[src/rtl/stopwatch_pkg.sv]
// Shared state encoding and command indices for the stopwatch front panel.
package stopwatch_pkg;

   typedef enum logic [2:0] {
      ST_IDLE     = 3'd0,
      ST_RUN      = 3'd1,
      ST_PAUSE    = 3'd2,
      ST_LAP_VIEW = 3'd3,
      ST_CLEAR    = 3'd4
   } state_e;

   localparam int unsigned PULSE_CYCLES_DEF = 4;

   localparam int unsigned NCMD      = 4;
   localparam int unsigned CMD_START = 0;
   localparam int unsigned CMD_STOP  = 1;
   localparam int unsigned CMD_LAP   = 2;
   localparam int unsigned CMD_CLR   = 3;

   typedef logic [NCMD-1:0] cmd_t;

endpackage

[src/rtl/button_debounce.sv]
// Raw button to debounced level and single-cycle press strobe.
module button_debounce #(
   parameter int unsigned DEBOUNCE_CYCLES = 1_000_000
) (
   input  logic clk,
   input  logic rst,
   input  logic btn_i,
   output logic press_o
);

   localparam int unsigned CW =
      (DEBOUNCE_CYCLES > 1) ? $clog2(DEBOUNCE_CYCLES) : 1;

   logic [1:0]    sync_q;
   logic [1:0]    vld_q;
   logic          arm_q, arm_d;
   logic          lvl_q, lvl_d;
   logic          press_q, press_d;
   logic [CW-1:0] cnt_q, cnt_d;

   // Presses are only armed once a released level is seen after reset,
   // so a button held through reset cannot fire on its own.
   always_comb begin
      cnt_d   = '0;
      lvl_d   = lvl_q;
      press_d = 1'b0;
      arm_d   = arm_q | (vld_q[1] & ~sync_q[1]);
      if (sync_q[1] != lvl_q) begin
         if (cnt_q == CW'(DEBOUNCE_CYCLES - 1)) begin
            lvl_d   = sync_q[1];
            press_d = sync_q[1] & arm_q;
         end else begin
            cnt_d = cnt_q + 1'b1;
         end
      end
   end

   always_ff @(posedge clk or posedge rst) begin
      if (rst) begin
         sync_q  <= '0;
         vld_q   <= '0;
         arm_q   <= 1'b0;
         lvl_q   <= 1'b0;
         press_q <= 1'b0;
         cnt_q   <= '0;
      end else begin
         sync_q  <= {sync_q[0], btn_i};
         vld_q   <= {vld_q[0], 1'b1};
         arm_q   <= arm_d;
         lvl_q   <= lvl_d;
         press_q <= press_d;
         cnt_q   <= cnt_d;
      end
   end

   assign press_o = press_q;

endmodule

[src/rtl/stopwatch_ctrl_fsm.sv]
// Front-panel sequencer: debounced buttons, mode FSM, command pulses
// and the lap display hold timer.
module stopwatch_ctrl_fsm
   import stopwatch_pkg::*;
#(
   parameter int unsigned DEBOUNCE_CYCLES = 1_000_000,
   parameter int unsigned TICK_CYCLES     = 100_000,
   parameter int unsigned LAP_HOLD_MS     = 3000,
   parameter int unsigned PULSE_CYCLES    = PULSE_CYCLES_DEF
) (
   input  logic       clk,
   input  logic       rst,
   input  logic       btn_ss,
   input  logic       btn_lap,
   output logic       start,
   output logic       stop,
   output logic       lap,
   output logic       clr,
   output logic       disp_lap,
   output logic [2:0] state,
   output logic       busy
);

   localparam int unsigned PW = $clog2(PULSE_CYCLES + 1);
   localparam int unsigned TW =
      (TICK_CYCLES > 1) ? $clog2(TICK_CYCLES) : 1;
   localparam int unsigned HW =
      (LAP_HOLD_MS > 1) ? $clog2(LAP_HOLD_MS) : 1;

   logic          ss_press, lap_press;
   logic          ss_ok, lap_ok;
   state_e        state_q, state_d;
   cmd_t          cmd_q, cmd_d, cmd_new;
   logic [PW-1:0] pcnt_q, pcnt_d;
   logic          busy_q, busy_d;
   logic          disp_q, disp_d;
   logic [TW-1:0] pre_q, pre_d;
   logic [HW-1:0] hold_q, hold_d;
   logic          tick_q, tick_d;
   logic          expire, restart;

   button_debounce #(
      .DEBOUNCE_CYCLES(DEBOUNCE_CYCLES)
   ) u_db_ss (
      .clk    (clk),
      .rst    (rst),
      .btn_i  (btn_ss),
      .press_o(ss_press)
   );

   button_debounce #(
      .DEBOUNCE_CYCLES(DEBOUNCE_CYCLES)
   ) u_db_lap (
      .clk    (clk),
      .rst    (rst),
      .btn_i  (btn_lap),
      .press_o(lap_press)
   );

   // Presses during a pulse are dropped; ss beats lap on a tie.
   assign ss_ok  = ss_press & ~busy_q;
   assign lap_ok = lap_press & ~busy_q & ~ss_press;

   always_comb begin
      state_d = state_q;
      cmd_new = '0;
      unique case (state_q)
         ST_IDLE: begin
            if (ss_ok) begin
               state_d            = ST_RUN;
               cmd_new[CMD_START] = 1'b1;
            end
         end
         ST_RUN: begin
            if (ss_ok) begin
               state_d           = ST_PAUSE;
               cmd_new[CMD_STOP] = 1'b1;
            end else if (lap_ok) begin
               state_d          = ST_LAP_VIEW;
               cmd_new[CMD_LAP] = 1'b1;
            end
         end
         ST_LAP_VIEW: begin
            if (ss_ok) begin
               state_d           = ST_PAUSE;
               cmd_new[CMD_STOP] = 1'b1;
            end else if (lap_ok) begin
               cmd_new[CMD_LAP] = 1'b1;
            end else if (expire) begin
               state_d = ST_RUN;
            end
         end
         ST_PAUSE: begin
            if (ss_ok) begin
               state_d            = ST_RUN;
               cmd_new[CMD_START] = 1'b1;
            end else if (lap_ok) begin
               state_d          = ST_CLEAR;
               cmd_new[CMD_CLR] = 1'b1;
            end
         end
         ST_CLEAR: begin
            if (pcnt_q == PW'(1)) begin
               state_d = ST_IDLE;
            end
         end
         default: state_d = ST_IDLE;
      endcase
   end

   always_comb begin
      pcnt_d = pcnt_q;
      cmd_d  = cmd_q;
      if (cmd_new != '0) begin
         pcnt_d = PW'(PULSE_CYCLES);
         cmd_d  = cmd_new;
      end else if (pcnt_q != '0) begin
         pcnt_d = pcnt_q - 1'b1;
         if (pcnt_q == PW'(1)) begin
            cmd_d = '0;
         end
      end
   end

   assign busy_d = (pcnt_d != '0);
   assign disp_d = (state_d == ST_LAP_VIEW);

   // Tick is registered, so expiry lands one clock after the last tick.
   assign restart = cmd_new[CMD_LAP];
   assign expire  = tick_q & (hold_q == HW'(LAP_HOLD_MS - 1));

   always_comb begin
      pre_d  = '0;
      hold_d = '0;
      tick_d = 1'b0;
      if (state_q == ST_LAP_VIEW && !restart) begin
         if (pre_q == TW'(TICK_CYCLES - 1)) begin
            tick_d = 1'b1;
         end else begin
            pre_d = pre_q + 1'b1;
         end
         hold_d = hold_q;
         if (tick_q) begin
            hold_d = expire ? '0 : hold_q + 1'b1;
         end
      end
   end

   always_ff @(posedge clk or posedge rst) begin
      if (rst) begin
         state_q <= ST_IDLE;
         cmd_q   <= '0;
         pcnt_q  <= '0;
         busy_q  <= 1'b0;
         disp_q  <= 1'b0;
         pre_q   <= '0;
         hold_q  <= '0;
         tick_q  <= 1'b0;
      end else begin
         state_q <= state_d;
         cmd_q   <= cmd_d;
         pcnt_q  <= pcnt_d;
         busy_q  <= busy_d;
         disp_q  <= disp_d;
         pre_q   <= pre_d;
         hold_q  <= hold_d;
         tick_q  <= tick_d;
      end
   end

   assign start    = cmd_q[CMD_START];
   assign stop     = cmd_q[CMD_STOP];
   assign lap      = cmd_q[CMD_LAP];
   assign clr      = cmd_q[CMD_CLR];
   assign disp_lap = disp_q;
   assign state    = state_q;
   assign busy     = busy_q;

endmodule

[config.mk]
export PLATFORM = sky130hd
export DESIGN_NAME = stopwatch_ctrl_fsm
export DESIGN_NICKNAME = d
export VERILOG_FILES = /design/src/rtl/stopwatch_pkg.sv /design/src/rtl/button_debounce.sv /design/src/rtl/stopwatch_ctrl_fsm.sv
export SDC_FILE = /design/constraint.sdc
export NUM_CORES = 1
export LEC_CHECK = 0
export CAP_MARGIN = 20
export CELL_PAD_IN_SITES_DETAIL_PLACEMENT = 1
export CELL_PAD_IN_SITES_GLOBAL_PLACEMENT = 1
export CORE_MARGIN = 2
export CORE_UTILIZATION = 40
export CTS_CLUSTER_SIZE = 30
export DETAILED_ROUTE_END_ITERATION = 8
export HOLD_SLACK_MARGIN = 0.06
export MAX_ROUTING_LAYER = met4
export PLACE_DENSITY_LB_ADDON = 0.12
export SLEW_MARGIN = 20
export SYNTH_ARGS = -nofsm -noshare
export SYNTH_HDL_FRONTEND = slang
export SYNTH_SLANG_ARGS = --single-unit
export TNS_END_PERCENT = 10
[constraint.sdc]
create_clock -name clk -period 3.9 [get_ports clk]
set_input_delay 0.78 -clock clk [delete_from_list [all_inputs] [get_ports clk]]
set_output_delay 0.78 -clock clk [all_outputs]
set_load 0.02 [all_outputs]
==> metrics.txt <==
Core ar.=between 10,000 and 15,000 sq um; metal3 WL=~170 microns; CP Buf/Inv Count=1; Slew @ Worst Pin=979 ps; DR WL/cell=roughly 16 microns; Yosys reg bits=94; CTS buffer count=9; ANT nets after route=0; vias post-DR=about 3,300; CTS tree=done; first-pass GRT wire length=approximately 16,000 microns; maximum vdd drop=roughly 0.17 mV; final net count=between 400 and 500; CP max stage delay=680 ps; fin crit share=0.604; register area share after synthesis=0.522; Critical-path top delay cell=clkdlybuf4s50_1; Worst setup SP type=register; Die Y=approximately 110 microns; routed wire length=around 9500 microns; quantity of gates resized following cts=0; clock skew=6.86 ps; Max Transition Viols Final=0; boundary pin count=13; Synth Warn #=0; post-CTS setup repair buffer count=0; Rows=38; largest net degree at the start of global routing=59; Avg Cell Area, Syn=10.2 sq um; Synth area leaders=dfrtp_1 52%, xor2_1 4.7%, nor2_1 4.2%, xnor2_1 3.9%, nand3_1 2.8%; Hold Path Class=reg2reg; CP Max Fanout=10; RSZ-0062 raised after global routing=false; CP cell instances=clkdlybuf4s50_1; vias in the first global route=3,429; I/O Buffers=12; count of different cell masters after synthesis=51; leakage=~2.1 nW; CTS hold repair buffers=0; Design Power=slightly below 2 mW; fin crit period=2360 ps; die area=approximately 12,000 sq um; Worst Setup End Kind=primary output; FMAX=between 400 and 500 MHz; Skew-Pair Late Insertion Delay=between 300 and 400 ps; wl on met1=4620 microns; share of layout cells above drive strength 1=0.0632; hpwl dp=6240 microns; Final GP Congestion=roughly 0.77; WL met2=between 4000 and 5000 microns; outcome=complete, no violations; Post-synth ARST share=1.00; Clock Path Buffers=2; Overflow after GRT=0; WS Path Type=reg2out; area fraction of the dominant cell type after synthesis=0.522; initial DRC count=around 130; Pwr per Cell Area=a little under 400 nW/um^2; H-tree levels=3; ys flop type=dfrtp_1; Synth area leader=dfrtp_1; CP top delay family=buffers and inverters; Req. time, crit path=3120 ps; CTS Root Cell=clkbuf_16; WP data arrival=around 1600 ps; overall global routing resource usage=0.180; CTS Sinks=94; Area Overhead vs Synth=13.3%; number of remaining DRC errors=0; uppermost layer routed=met4; EDFF count, synth=0; synthesized area=4510 sq um; final setup vio count=0; starting density of the core=0.412; die width=between 100 and 150 microns; Vias/cell=~5.6; Reg clk slew, reported paths=roughly 60 ps; setup TNS=0 ps; initial antenna violation count=0; cells after synthesis=between 400 and 500; syn_nets=between 400 and 500; TritonRoute pass-1 iters=4; number of max-cap violations=0; relative slew slack=0.345; n_diodes=0; Final Hold Fails=0
Yosys cell counts (3+ instances only):
library cell,number
ha_1,7
buf_2,5
nand4_1,17
or3_1,14
nand3_1,25
nand2b_1,5
o31ai_1,6
and4_1,9
and3_1,12
nand2_1,29
o21ai_0,15
dfrtp_1,94
inv_1,11
nor4_1,5
and2_1,4
xnor2_1,20
xor2_1,24
clkbuf_1,6
nor3_1,6
nor4b_1,4
nor2b_1,3
a21oi_1,22
or4_1,9
nor2_1,51
nand3b_1,4
cell type report:
type / instances / area, sq um
Tap cell: 140 / 175
Clock inverter: 6 / 85.1
Inverter: 11 / 43.8
Fill cell: 1212 / 5830
Sequential cell: 94 / 2350
Clock buffer: 10 / 239
Multi-Input combinational cell: 325 / 2070
Timing Repair Buffer: 13 / 140
metrics by stage:
step	std cells	instance area (sq um)	util	setup WS [ps]	hold WS, ps
after floorplan	442	4510	-	671	331
after global placement	583	4770	0.437	1630	334
after detailed placement	583	4780	0.437	1610	336
after CTS	599	5110	0.467	1540	351
after global routing	599	5110	0.467	1460	357
final	599	5110	0.467	1540	349
worst paths after layout:
kind                                                end  slack [ps]                   startpoint  cells past startpoint
max                                            state[0]        1540           state[0]$_DFF_PP0_                      1
min                         u_db_ss.sync_q[1]$_DFF_PP0_         350  u_db_ss.sync_q[0]$_DFF_PP0_                      0
max reg2reg                u_db_lap.cnt_q[10]$_DFF_PP0_        1690  u_db_lap.cnt_q[0]$_DFF_PP0_                      5
min reg2reg                 u_db_ss.sync_q[1]$_DFF_PP0_         350  u_db_ss.sync_q[0]$_DFF_PP0_                      0
max in group asynchronous    u_db_ss.cnt_q[0]$_DFF_PP0_        2310                          rst                      3
min in group asynchronous        hold_q[11]$_DFFE_PP0P_         910                          rst                      2
layer usage:
layer,vias to the layer above,GRT usage
li1,1608,-
met1,1699,0.233
met2,23,0.278
met3,17,0.0306
met4,0,0.0830
met5,-,-
layout by cell type, fill, tap and decap left out, drive strengths merged, types with 7 or more instances in the layout:
cell type       n
a21oi          22
and3           12
and4            9
clkbuf         10
clkdlybuf4s50  12
dfrtp          94
ha              7
inv            11
nand2          29
nand3          25
nand4          18
nor2           51
o21ai          15
o31ai           7
or3            15
or4             9
xnor2          20
xor2           24
sequential cells by signal (all words and copies together) (netlist names), 2 cells and up:
name,flops
u_db_lap.cnt_q,20
u_db_ss.cnt_q,20
pre_q,17
hold_q,12
cmd_q,4
pcnt_q,3
state,3
u_db_lap.sync_q,2
u_db_lap.vld_q,2
u_db_ss.sync_q,2
cells by family after synthesis:
group                      share of synthesized area
xor gates and xnor gates                      0.0855
DFF                                            0.522
muxes                                        0.00943
AOI/OAI and AO/OA                             0.0855
and+or+nand+nor                                0.257
adders and majority gates                     0.0194
other                                       0.000832
buffers and inverters                         0.0208
report_power, final:
part | leakage (nW) | internal, mW | total (mW) | switching, mW
sequential | 1.28 | 0.983 | 0.990 | 0.00744
combinational | 0.645 | 0.0123 | 0.0444 | 0.0321
clock | 0.154 | 0.577 | 0.951 | 0.374
total | 2.08 | 1.57 | 1.99 | 0.414
Power figures use the tool's default switching activity.
